===== src/rtl/hdmi_init_seq.sv =====
// hdmi_init_seq: power-up / recovery sequencer for the HDMI TX/RX chips and
// the I2C configuration engine. Holds chips in reset, lets them settle, runs
// configuration under a timeout, and retries a bounded number of times.
module hdmi_init_seq #(
  parameter int unsigned RST_HOLD_CYCLES = 270000,
  parameter int unsigned SETTLE_CYCLES   = 540000,
  parameter int unsigned TIMEOUT_CYCLES  = 2700000,
  parameter int unsigned MAX_RETRY       = 3,
  parameter int unsigned CNT_W           = 22
) (
  input  logic       clk,
  input  logic       rst_n,
  input  logic       restart,
  input  logic       cfg_done,
  input  logic       cfg_error,
  output logic       cfg_rst,
  output logic       hdmi_nreset,
  output logic       hdmi_in_nreset,
  output logic       ready,
  output logic       fail,
  output logic [2:0] attempt,
  output logic [2:0] state
);

  typedef enum logic [2:0] {
    S_HOLD   = 3'd0,
    S_SETTLE = 3'd1,
    S_CONFIG = 3'd2,
    S_DONE   = 3'd3,
    S_FAIL   = 3'd4
  } state_t;

  localparam logic [CNT_W-1:0] HOLD_LAST    = CNT_W'(RST_HOLD_CYCLES - 1);
  localparam logic [CNT_W-1:0] SETTLE_LAST  = CNT_W'(SETTLE_CYCLES - 1);
  localparam logic [CNT_W-1:0] TIMEOUT_LAST = CNT_W'(TIMEOUT_CYCLES - 1);
  // attempt is a 3-bit field, so the retry limit saturates at 7
  localparam int unsigned      RETRY_CAP    = (MAX_RETRY > 7) ? 7 : MAX_RETRY;
  localparam logic [2:0]       RETRY_LIM    = 3'(RETRY_CAP);

  state_t           state_q, state_d;
  logic [CNT_W-1:0] cnt_q, cnt_d;
  logic [2:0]       attempt_q, attempt_d;
  logic             cfg_rst_q, cfg_rst_d;
  logic             chip_nrst_q, chip_nrst_d;
  logic             ready_q, ready_d;
  logic             fail_q, fail_d;
  logic             attempt_failed;

  // Next-state, counter and attempt logic; outputs decoded from the next state
  always_comb begin
    state_d        = state_q;
    cnt_d          = cnt_q;
    attempt_d      = attempt_q;
    attempt_failed = 1'b0;

    unique case (state_q)
      S_HOLD: begin
        if (cnt_q == HOLD_LAST) begin
          state_d = S_SETTLE;
          cnt_d   = '0;
        end else begin
          cnt_d = cnt_q + CNT_W'(1);
        end
      end
      S_SETTLE: begin
        if (cnt_q == SETTLE_LAST) begin
          state_d = S_CONFIG;
          cnt_d   = '0;
        end else begin
          cnt_d = cnt_q + CNT_W'(1);
        end
      end
      S_CONFIG: begin
        if (cfg_error || (!cfg_done && (cnt_q == TIMEOUT_LAST))) begin
          attempt_failed = 1'b1;
        end else if (cfg_done) begin
          state_d = S_DONE;
          cnt_d   = '0;
        end else begin
          cnt_d = cnt_q + CNT_W'(1);
        end
      end
      S_DONE, S_FAIL: begin
        state_d = state_q;
      end
      default: begin
        state_d = S_HOLD;
        cnt_d   = '0;
      end
    endcase

    if (attempt_failed) begin
      cnt_d = '0;
      if (attempt_q < RETRY_LIM) begin
        attempt_d = attempt_q + 3'd1;
        state_d   = S_HOLD;
      end else begin
        state_d = S_FAIL;
      end
    end

    if (restart) begin
      state_d   = S_HOLD;
      cnt_d     = '0;
      attempt_d = '0;
    end

    chip_nrst_d = (state_d != S_HOLD);
    cfg_rst_d   = (state_d == S_HOLD) || (state_d == S_SETTLE) || (state_d == S_FAIL);
    ready_d     = (state_d == S_DONE);
    fail_d      = (state_d == S_FAIL);
  end

  // State, counter and registered output flops with synchronous active-low reset
  always_ff @(posedge clk) begin
    if (!rst_n) begin
      state_q     <= S_HOLD;
      cnt_q       <= '0;
      attempt_q   <= '0;
      chip_nrst_q <= 1'b0;
      cfg_rst_q   <= 1'b1;
      ready_q     <= 1'b0;
      fail_q      <= 1'b0;
    end else begin
      state_q     <= state_d;
      cnt_q       <= cnt_d;
      attempt_q   <= attempt_d;
      chip_nrst_q <= chip_nrst_d;
      cfg_rst_q   <= cfg_rst_d;
      ready_q     <= ready_d;
      fail_q      <= fail_d;
    end
  end

  assign cfg_rst        = cfg_rst_q;
  assign hdmi_nreset    = chip_nrst_q;
  assign hdmi_in_nreset = chip_nrst_q;
  assign ready          = ready_q;
  assign fail           = fail_q;
  assign attempt        = attempt_q;
  assign state          = state_q;

endmodule


===== config.mk =====
export PLATFORM = sky130hd
export DESIGN_NAME = hdmi_init_seq
export DESIGN_NICKNAME = d
export VERILOG_FILES = /design/src/rtl/hdmi_init_seq.sv
export SDC_FILE = /design/constraint.sdc
export NUM_CORES = 1
export LEC_CHECK = 0
export BUFFER_PORTS_ARGS = -buffer_cell sky130_fd_sc_hd__buf_4
export CAP_MARGIN = 20
export CORE_AREA = 2 2 81 83
export DETAILED_ROUTE_END_ITERATION = 12
export DIE_AREA = 0 0 83 85
export GPL_TIMING_DRIVEN = 1
export PLACE_DENSITY = 0.55
export REMOVE_ABC_BUFFERS = 1
export SLEW_MARGIN = 0
export SYNTH_ARGS = -nofsm -noshare
export SYNTH_HDL_FRONTEND = slang
export SYNTH_SLANG_ARGS = --single-unit

===== constraint.sdc =====
create_clock -name clk -period 4.64 [get_ports clk]
set_input_delay 0.696 -clock clk [delete_from_list [all_inputs] [get_ports clk]]
set_output_delay 0.696 -clock clk [all_outputs]
set_load 0.05 [all_outputs]

; Yosys cells after proc, flatten, opt, wreduce, memory -nomap -nowiden
; Index checks and enable logic that the tools add are counted.
[totals]
ff_bits = 32
out_inout_bits = 11
wordCells = 51
[op_classes]
n_addsub = 2
n_lt_le_gt_ge = 1
n_eq_ne = 11
muxes = 15
bitwise_logic = 2
reduce_logical = 13
[op_table]
columns = operator, count
row1 = $mux W22, 4
row2 = $pmux W22 S4, 1
row3 = $add A22 B1 Y22 const B, 1
row4 = $eq A22 B19 Y1 const B, 1
row5 = $eq A22 B20 Y1 const B, 1
row6 = $eq A22 B22 Y1 const B, 1
row7 = $mux W3, 7
row8 = $pmux W3 S4, 1
row9 = $eq A3 B2 Y1 const B, 3
row10 = $eq A3 B1 Y1 const B, 2
row11 = $eq A3 B3 Y1 const B, 2
row12 = $logic_not A3 Y1, 2
row13 = $reduce_and A2 Y1, 2
row14 = $reduce_or A2 Y1, 2
row15 = $add A3 B1 Y3 const B, 1
row16 = $logic_or A1 B1 Y1, 3
row17 = $lt A3 B2 Y1 const B, 1
row18 = $reduce_bool A3 Y1, 1
row19 = $reduce_or A3 Y1, 1
row20 = $mux W1, 2
row21 = $ne A2 B2 Y1 const B, 1
row22 = $not A1 Y1, 2
row23 = $logic_and A1 B1 Y1, 1
row24 = $logic_not A1 Y1, 1

; Longest topological paths before layout
; Gate-level depths: netlist of the first run.
[logic_depth]
ltp_word = 10
mapped_depth = 8
mapped_depth_nobuf = 6

; Least setup slack after synthesis of the first run
; OpenSTA, ideal clock, no wires.
[synth_path]
path_type = reg2reg
from = register state_q[0] (netlist: state[0])
to = register cnt_q[12]
setup_ps = 78
arrival_ps = 2214
slack_ps = 2348
stages_incl_launch_ff = 9
n_path_buf = 3
period_less_slack_ps = 2292
cell_sequence = dfxtp_1 -> buf_6 -> or3b_2 -> clkbuf_2 -> and4_1 -> buf_2 -> or4b_2 -> xor2_1 -> nor3_1
[synth_between]
elab_chain_cells = 4
[synth_lines]
columns = item, line
row1 = start: declaration, 40  ; state_t state_q, state_d;
row2 = start signal: assignment, 125  ; state_q <= state_d;
row3 = "parallel branches: the longest is 4 deep, another holds $pmux W22 S4", --
row4 = end signal: assignment, 126  ; cnt_q <= cnt_d;
row5 = end: declaration, 41  ; logic [CNT_W-1:0] cnt_q, cnt_d;
; Parallel ways; which one is timed is not known.
; A chain may end at the register's enable or synchronous reset.

; Worst setup path in the final report of the first run
[layout_path]
from = register cnt_q[0]
to = register cnt_q[6]
[layout_between]
elab_chain_cells = 6
[layout_lines]
columns = item
row1 = "parallel branches: the longest is 6 deep, another holds $add A22 B1 Y22"
; Parallel ways; which one is timed is not known. The select of a mux whose other input is x is not followed.

==> results of run 1 <==
==> critical path: stages, from the launching register on <==
cell and delay (ns):
dfxtp_1 0.40, ha_1 0.21, nand3_1 0.16, nor4_1 0.52, nand3_1 0.20, a211oi_2 0.67
buf_4 0.31, nor3_1 0.08
==> cell usage after synthesis, types with 2 or more instances <==
| cell | count |
|---|---|
| nor4b_1 | 2 |
| nand4_1 | 9 |
| nand2_1 | 14 |
| nor3b_1 | 3 |
| or4bb_1 | 2 |
| mux2i_1 | 3 |
| clkbuf_1 | 3 |
| a211oi_1 | 7 |
| clkbuf_8 | 2 |
| xnor2_1 | 13 |
| xor2_1 | 2 |
| buf_2 | 4 |
| ha_1 | 2 |
| and4_1 | 4 |
| nor3_1 | 22 |
| buf_6 | 2 |
| nor2_1 | 7 |
| nand2b_1 | 3 |
| o21ai_0 | 2 |
| nor4_1 | 6 |
| o31ai_1 | 4 |
| dfxtp_1 | 32 |
| a21oi_1 | 4 |
| or4_1 | 4 |
| buf_4 | 2 |
| inv_1 | 8 |
| nand3_1 | 11 |
| or3_1 | 2 |
==> state kept, by name (all words and copies together), names as in the netlist <==
| name | flops |
|---|---|
| state | 3 |
| cnt_q | 22 |
| ready | 1 |
| hdmi_in_nreset | 1 |
| attempt | 3 |
| cfg_rst | 1 |
| fail | 1 |
==> logic make-up after synthesis <==
family                   after synthesis  share of synthesized area [%]
AO/OA/AOI/OAI                         26                          10.60
XOR/XNOR                              15                          7.322
adder cells (fa/ha/maj)                2                          1.394
buffers and inverters                 22                          7.322
flip-flops                            32                          35.70
multiplexers                           3                          1.674
AND/OR/NAND/NOR                      104                          35.98
==> power groups by stage <==
stage                     registers [W]  clock network (W)   logic [W]
after detailed placement       0.000283                  0   0.0000117
after global routing           0.000277           0.000251   0.0000131
final                          0.000277           0.000230   0.0000117
after floorplan                0.000282                  0  0.00000665
after CTS                      0.000276           0.000238   0.0000118
after global placement         0.000283                  0   0.0000119
==> area by class of cell <==
class                           count  area (sq um)
Fill cell                         662          4199
Clock buffer                        7         96.34
Sequential cell                    32         640.6
Multi-Input combinational cell    150          1022
Tap cell                           77         96.34
Inverter                            8         30.03
Timing Repair Buffer               16         120.1
==> per-stage QoR <==
stage,utilization (%),worst slack [ns]
after floorplan,-,2.307
after global placement,30.77,2.025
after detailed placement,30.77,1.945
after CTS,32.33,1.925
after global routing,32.33,1.602
final,32.33,1.922
==> worst max-delay path by stage <==
stage,to,slack (ns),cells past startpoint
global route,cnt_q[6],1.60,7
CTS,cnt_q[6],1.93,7
global placement,cnt_q[12],2.02,7
floorplan,cnt_q[10],2.31,5
detailed placement,cnt_q[6],1.95,7
finish,cnt_q[6],1.92,7
==> routing by layer <==
layer	up-vias	track usage [%]
met5	-	0
li1	782	-
met4	0	6.259
met3	2	3.405
met2	21	18.62
met1	724	18.52
==> metrics.txt, run 1 <==
Post-Route WL between 4000 and 5000 um; met3 wire length between 100 and 150 um; worst setup path class flip-flop to flip-flop; Clock power frac ~44%; Setup Skew 0.008709 ns; Vias per Instance about 5.3; power consumption just over 0.0005 W; most frequent cells in the layout dfxtp_1, nor3_1, buf_4, nand2_1, xnor2_1; Final setup viols 0; PortBufs 15; Slew Viols, Final 0; hold-critical path depth 2; ANT cells 0; Synth Warn # 0; Initial Utilization between 20 and 30%; Detailed Place HPWL 3098 um; max layer used met4; leading register cell type out of synthesis dfxtp_1; Worst-Skew Late Latency around 0.28 ns; most common cell after layout, fill and taps aside dfxtp_1; TritonRoute pass-1 iters 4; Num CTS Buffers 5; Clock transition at path regs 0.06 ns; grt total ovfl 0; Worst Hold End attempt[2]; Root Driver clkbuf_8; Hold Vio Cnt, Final 0; gr usage total a little over an eighth; unrepaired setup endpoints after global routing false; sw frac roughly a fifth; worst hold-check slack 0.4748 ns; ys async rst share 0%; DR vias 1,529; PD cells between 200 and 300 nW/um^2; DRC errors left 0; DIE WIDTH just over 80 um; launching point of the worst reg2reg path cnt_q[0]; sequential area share after synthesis about 36%; Yosys reg bits 32; Synth area leader dfxtp_1; CTS Sinks 32; number of enable flip-flop cells after synthesis 0; min-delay src attempt[2]; CP Capture Type flip-flop; f_max about 370 MHz; H-tree depth 2; CP max FO 12; wl on met1 between 2000 and 2500 um; # Post-CTS Setup Buffers 0; Slew @ Worst Pin 0.9382 ns; Pleak 0.6322 nW; Comb pwr share around 2.3%; Flop pwr share ~53%; Area contributors post-synth dfxtp_1, xnor2_1, nor3_1; TritonCTS clock tree yes; post-DR wirelength/cell roughly 15 um; Final #Nets 220; post-route minimum period 2.718 ns; GP Congestion between 0.8 and 0.9; top-area cell type share of the netlist area a little over a third; Hold Path Class flip-flop to flip-flop; run status finished clean; crit path launch type flip-flop; antenna violations before repair 0; I/O Pins 16; Post-Synthesis Cells ~200; distinct cell type count of the synthesized netlist between 50 and 60; R2R depth 7; CTS Hold Buffers Added 0; CP required approximately 4.8 ns; # rows 29; largest net degree at the start of global routing 24; Pint 0.0004125 W; Worst Path Arrival 2.83 ns; ANT nets after route 0; initial drt markers 90; chip height approximately 85 um; switching pwr 0.0001060 W; Final Cycle Share between 50% and 60%; Synth Area per Inst roughly 8.8 sq um; Core ar. just over 6000 sq um; post-cts resize count 0; Setup crit start cnt_q[0]; clock buffer depth 2; FF-to-FF End cnt_q[6]; first-pass GRT wire length about 7400 um; R2R Setup Slk between 1.5 and 2 ns; synthesized area between 1500 and 2000 sq um; Die Area just over 7000 sq um; layout cells sized above 1 16.43%; placed instance count ~280; dpl cell area between 1500 and 2000 sq um; final design area excluding fillers 2006 sq um; max_slew headroom between 30% and 40%; met2 WL about 1900 um; maximum vdd drop around 0.00013 V; vias in the first global route approximately 1,500; post-route non-filler standard cell count 290; area grow syn2layout 11.79%; post-route setup TNS 0 ns; max-cap viol count 0
(Power assumes the default switching activity.)
==> inputs of run 2 (changes only) <==
Settings changed: ABC_AREA set to 1, CORE_AREA 2 2 81 83 to 2 2 89 91, DIE_AREA 0 0 83 85 to 0 0 91 93, PLACE_DENSITY 0.55 to 0.56.
Clock period 4.64 ns to 2.5 ns, I/O delays scaled along.
==> run 2 against run 1 <==
Compared with the run above: combinational power increased to 3.0 times the previous value; highest routed layer unchanged; largest cell class unchanged; largest power group unchanged; via count grew 41%; synthesized cell count is 71% higher; design area increased by 22%; die area up 20%.
==> metrics.txt, run 2 <==
grt total ovfl 0 (unchanged); Multi-input gate area 1269 sq um (+24%); f_max 534.5 MHz (+45%); initial drt markers 109 (+21%); crit path setup slack, layout 0.6291 ns (-1.293 ns); most frequent cells in the layout nand2_1, nor2_1, inv_1, nand3_1, dfxtp_1; Worst Hold End hdmi_in_nreset; Root Driver clkbuf_8; I/O Pins 16 (unchanged); Final Cycle Share 74.83% (+16 points); max_slew headroom 62.52% (+25 points); max-cap viol count 0 (unchanged); Post-Synthesis Cells 349 (+71%); sequential area share after synthesis 29.48% (-6.2 points); post-cts resize count 0 (unchanged); TritonCTS clock tree yes; Initial Utilization 28.87% (-0.044 points); Hold Vio Cnt, Final 0 (unchanged); Die Area 8463 sq um (+20%); R2R Setup Slk 0.63 ns (-1.29 ns); synthesized area 2173 sq um (+21%); GP Congestion 0.8809 (+8.5%); ANT nets after route 0 (unchanged); min-delay src rst_n; CP max FO 18 (+6); GR Util met1 17.75% (-0.78 points); distinct cell type count of the synthesized netlist 31 (-42%); vias in the first global route 2,016 (+32%); leading register cell type out of synthesis dfxtp_1; antenna violations before repair 0 (unchanged); Worst Path Arrival 2.09 ns (-0.74 ns); most frequent cells after synthesis nand2_1, nor2_1, inv_1; post-route minimum period 1.871 ns (-0.8468 ns); Synth Area per Inst 6.227 sq um (-29%); layout cells sized above 1 13.70% (-2.7 points); Synth Warn # 0 (unchanged); worst setup path class flip-flop to flip-flop; PortBufs 15 (unchanged); CTS Hold Buffers Added 0 (unchanged); Slew Viols, Final 0 (unchanged); register area 640.6 sq um (unchanged); CTS Sinks 32 (unchanged); Setup Skew 0.006719 ns (-0.001990 ns); Largest register FFs 22 (unchanged); most frequent cell after synthesis nand2_1; Detailed Place HPWL 4234 um (+37%); FF-to-FF End cnt_q[0]; area grow syn2layout 12.55%; unrepaired setup endpoints after global routing false; CP required 2.72 ns (-2.03 ns); maximum vdd drop 0.0001255 V (-0.29%); chip height 93 um (+9.4%); Pleak 0.9931 nW (+57%); Clock transition at path regs 0.07 ns (about the same); top-area cell type share of the netlist area 29.48% (-6.2 points); number of enable flip-flop cells after synthesis 0 (unchanged); gr usage total 13.85% (+0.71 points); Vias per Instance 4.615 (-12%); Post-Route WL 5577 um (+30%); global route hottest layer met2; Core ar. 7527 sq um (+21%); crit path launch type flip-flop; post-route setup TNS 0 ns (unchanged); DRC errors left 0 (unchanged); # rows 32 (+10%); DR vias 2,155 (+41%); first-pass GRT wire length 9515 um (+28%); # Post-CTS Setup Buffers 0 (unchanged); ys async rst share 0% (unchanged); ANT cells 0 (unchanged); Synth area leader dfxtp_1; Final setup viols 0 (unchanged); CP Capture Type flip-flop; H-tree depth 2 (unchanged); launching point of the worst reg2reg path cnt_q[0]; largest net degree at the start of global routing 19 (-21%); PD cells 398.3 nW/um^2 (+54%); dpl ws 0.6306 ns (-1.314 ns); Final #Nets 371 (+69%); Hold Path Class input port to flip-flop; clock buffer depth 2 (unchanged); Yosys reg bits 32 (unchanged); post-DR wirelength/cell 11.94 um (-19%); run status finished clean; Area contributors post-synth dfxtp_1, nand2_1, nor2_1; met2 usage 22.90% (+4.3 points); met3 GRT Util 2.498% (-0.91 points); TritonRoute pass-1 iters 4 (unchanged); DIE WIDTH 91 um (+9.6%); Worst-Skew Late Latency 0.29 ns (about the same); largest register by flop count cnt_q; R2R depth 9 (+2); fillers 865 (+31%); Num CTS Buffers 5 (unchanged); hold-critical path depth 3 (+1); most common cell after layout, fill and taps aside nand2_1; Slew @ Worst Pin 0.5610 ns (-0.3772 ns)
==> run 2: cell types whose count changed after synthesis, sizes merged, moves of 6 or more <==
cell    change
a211oi      -8
o21ai      +11
nor2       +64
clkbuf      -6
inv        +39
nor3       -16
xnor2      -12
nor4        -7
nand2      +78
nand3      +35
==> run 2: per-stage QoR <==
step	utilization [%]	std cells	instance area, sq um	power (W)	hold WS [ns]
after CTS	32.50	467	2446	0.0009939	0.3074
after global routing	32.50	467	2446	0.001018	0.3432
after global placement	31.27	459	2354	0.0005594	0.4738
after floorplan	-	341	2106	0.0005479	0.4624
final	32.50	467	2446	0.0009742	0.3125
after detailed placement	31.27	459	2354	0.0005594	0.4726
==> run 2: worst max-delay path by stage <==
| stage | from | endpoint | slack [ns] | depth (start not counted) |
|---|---|---|---|---|
| after floorplan | state[2] | cnt_q[13] | 0.66 | 7 |
| after global placement | cnt_q[0] | cnt_q[18] | 0.66 | 10 |
| after detailed placement | cnt_q[0] | cnt_q[1] | 0.63 | 9 |
| after CTS | cnt_q[0] | cnt_q[13] | 0.62 | 9 |
| after global routing | cnt_q[0] | cnt_q[10] | 0.47 | 10 |
| final | cnt_q[0] | cnt_q[0] | 0.63 | 9 |
==> run 2: logic make-up after synthesis <==
group           count (synthesis)  synth area share [%]
flops                          32                 29.48
xor+xnor                        2                0.8061
buf+inv                        60                 12.15
compound gates                 27                 9.039
fa+ha+maj                       2                 1.151
simple gates                  226                 47.38
==> run 2: final cells by class <==
cell class	instances	share of cell area (%)
multi-input cells	257	51.87
flip-flops and latches	32	26.19
inverters	52	8.031
well taps	102	5.217
repair buffers	16	4.910
clock buffers	6	3.376
clock inverters	2	0.4092
==> run 2: metal layers <==
| metal | wire length (um) | vias up |
|---|---|---|
| li1 | - | 1136 |
| met1 | 2732 | 968 |
| met2 | 2538 | 41 |
| met3 | 186 | 10 |
| met4 | 119 | 0 |
| met5 | 0 | - |
==> run 2: report_power, final <==
| group | switching (W) | internal (W) | leakage, nW | total (W) |
|---|---|---|---|---|
| clock | 0.000207 | 0.000220 | 0.0510 | 0.000427 |
| combinational | 0.0000213 | 0.0000140 | 0.684 | 0.0000353 |
| sequential | 0.00000144 | 0.000511 | 0.258 | 0.000512 |
| total | 0.000229 | 0.000745 | 0.993 | 0.000974 |
==> run 2: critical path: stages (launching register included) <==
cell and delay [ns]:
dfxtp_1 0.37, ha_1 0.23, nand3_2 0.16, nor2_2 0.18, nand3_2 0.11, nand2_4 0.12, a21oi_4 0.12, nand2_4 0.23
nand2_1 0.13, a21oi_1 0.14
==> inputs of run 3 (changes only) <==
Clock period 2.5 ns to 1.55 ns, I/O delays scaled along.
==> run 3 against run 2 <==
Compared with the run above: the run now ends with negative setup slack left; routed wire length grew 25%; power grew 55%; non-clock buffer count grew 74; largest cell class unchanged; final cell count grew 16%; utilization grew 12 points; clock power grew 37%; worst hold slack lost 0.13 ns; via count grew 17%; global-route usage grew 2.5 points; clock skew is essentially flat; count of clock-buffer cells in the layout shrank 1.
==> metrics.txt, run 3 (synthesized netlist as in run 2, its figures left out) <==
area grow syn2layout 54.23%; CTS Sinks 32 (unchanged); Core ar. 7527 sq um (unchanged); TritonCTS clock tree yes; maximum vdd drop 0.0002320 V (+85%); violated checks negative setup slack; Pleak 1.400 nW (+41%); # rows 32 (unchanged); Vias per Instance 4.647 (+0.70%); PD cells 450.1 nW/um^2 (+13%); Num CTS Buffers 5 (unchanged); Setup Skew 0.006280 ns (-0.0004394 ns); chip height 93 um (unchanged); antenna violations before repair 0 (unchanged); Initial Utilization 28.87% (unchanged); crit path launch type flip-flop; post-DR wirelength/cell 12.91 um (+8.1%); Worst path max stage delay 0.37 ns (about the same); Die Area 8463 sq um (unchanged); R2R Setup Slk -0.14 ns (-0.77 ns); CP max FO 4 (-14); TritonRoute pass-1 iters 4 (unchanged); Slew Viols, Final 0 (unchanged); CTS Hold Buffers Added 0 (unchanged); Clock transition at path regs 0.06 ns (about the same); slowest cell on the critical path dfxtp_4; max_slew headroom 78.26% (+16 points); initial drt markers 168 (+54%); DIE WIDTH 91 um (unchanged); post-route non-filler standard cell count 541 (+16%); gr usage total 16.36% (+2.5 points); first-pass GRT wire length 11,160 um (+17%); placed instance count 516 (+12%); grt total ovfl 0 (unchanged); vias in the first global route 2,362 (+17%); clock buffer depth 2 (unchanged); max-cap viol count 0 (unchanged); DR vias 2,514 (+17%); worst setup path class flip-flop to flip-flop; CP required 1.73 ns (-0.99 ns); Worst-Skew Late Latency 0.29 ns (about the same); Final #Nets 448 (+21%); f_max 592.5 MHz (+11%); Root Driver clkbuf_8; post-route minimum period 1.688 ns (-0.1831 ns); dpl ws -0.2669 ns (-0.8976 ns); run status finished, violations left; Worst Path Arrival 1.87 ns (-0.22 ns); crit path setup slack, layout -0.1378 ns (-0.7669 ns); Top cell by count, worst path nor2_4; ANT nets after route 0 (unchanged); CP Capture Type flip-flop; layout cells sized above 1 39.41% (+26 points); Critical Path, Cell by Cell ha_4, nand3_4, nor2_4, nand3_2, nand2_2, nand2_2, nor2_4, buf_6, buf_6, nor2_4, nor2_2, nor2_1; Hold Path Class input port to flip-flop; ANT cells 0 (unchanged); Slew @ Worst Pin 0.3220 ns (-0.2390 ns); Final setup viols 25 (+25); largest register by flop count cnt_q; Largest register FFs 22 (unchanged); most common cell after layout, fill and taps aside buf_4; Detailed Place HPWL 4879 um (+15%); PortBufs 15 (unchanged); DRC errors left 0 (unchanged); most frequent cells in the layout buf_4, nand2_1, nor2_1, inv_1, nand3_1; Hold Vio Cnt, Final 0 (unchanged); worst hold-check slack 0.1777 ns (-0.1349 ns); largest net degree at the start of global routing 16 (-3); GP Congestion 0.8991 (+2.1%); Post-Route WL 6983 um (+25%); post-route setup TNS -2.259 ns (-2.259 ns); H-tree depth 2 (unchanged); power consumption 0.001509 W (+55%); Final Cycle Share 108.9% (+34 points); unrepaired setup endpoints after global routing true; I/O Pins 16 (unchanged); fillers 796 (-8.0%)
[run 3: changes by cell type in the layout (fill, tap and decap cells not counted), moves of 4 or more]
cell,before,now
dfxtp_1,32,21
nand3_2,5,12
nand2_1,85,73
buf_6,0,12
buf_4,16,74
nor2_4,1,6
nand2_8,0,4
nor2_1,68,57
nand3_1,41,31
nand2_2,3,12
dfxtp_2,0,10
nor2_2,2,8
[run 3: area by class of cell]
type	instances	area [sq um]	area share [%]
Multi-Input combinational cell	260	1536	45.84
Timing Repair Buffer	90	765.7	22.84
Sequential cell	32	656.9	19.60
Inverter	52	196.4	5.860
Tap cell	102	127.6	3.807
Clock buffer	5	68.82	2.053
[run 3: worst max-delay path: cells and delay by family, from the launching register on]
family	cells	cell delay (ns)
buffers and inverters	2	0.23
and+or+nand+nor	9	0.82
adders and majority gates	1	0.16
DFF	1	0.37
[run 3: stage by stage]
step,util (%),area (sq um)
after global routing,44.53,3352
after CTS,41.39,3115
after detailed placement,36.95,2781
after floorplan,-,2106
final,44.53,3352
after global placement,36.95,2781
[run 3: report_power, final]
part | leakage [nW] | internal, W | switching (W)
Combinational | 1.10 | 0.0000472 | 0.0000501
Clock | 0.0359 | 0.000289 | 0.000295
Sequential | 0.264 | 0.000824 | 0.00000362
Total | 1.40 | 0.00116 | 0.000349
[run 3: worst paths after layout]
check / from / endpoint / depth (start not counted)
worst max register to register: cnt_q[1] / cnt_q[2] / 12
worst min register to register: attempt[2] / attempt[2] / 2
worst max-delay path: cnt_q[1] / cnt_q[2] / 12
worst min-delay path: rst_n / hdmi_in_nreset / 3
[run 3: metal layers]
metal,GRT usage (%),vias up,wire length [um]
met2,27.96,53,3391
met5,0,-,0
met3,2.417,18,249
li1,-,1304,-
met4,6.944,0,206
met1,20.58,1139,3136
[run 3: timing repair]
action | CTS | global route
pin swaps | 20 | 25
cloned | 2 | 2
resized for setup | 42 | 44
setup buffers | 11 | 6
endpoints found under the setup margin | 32 | 32
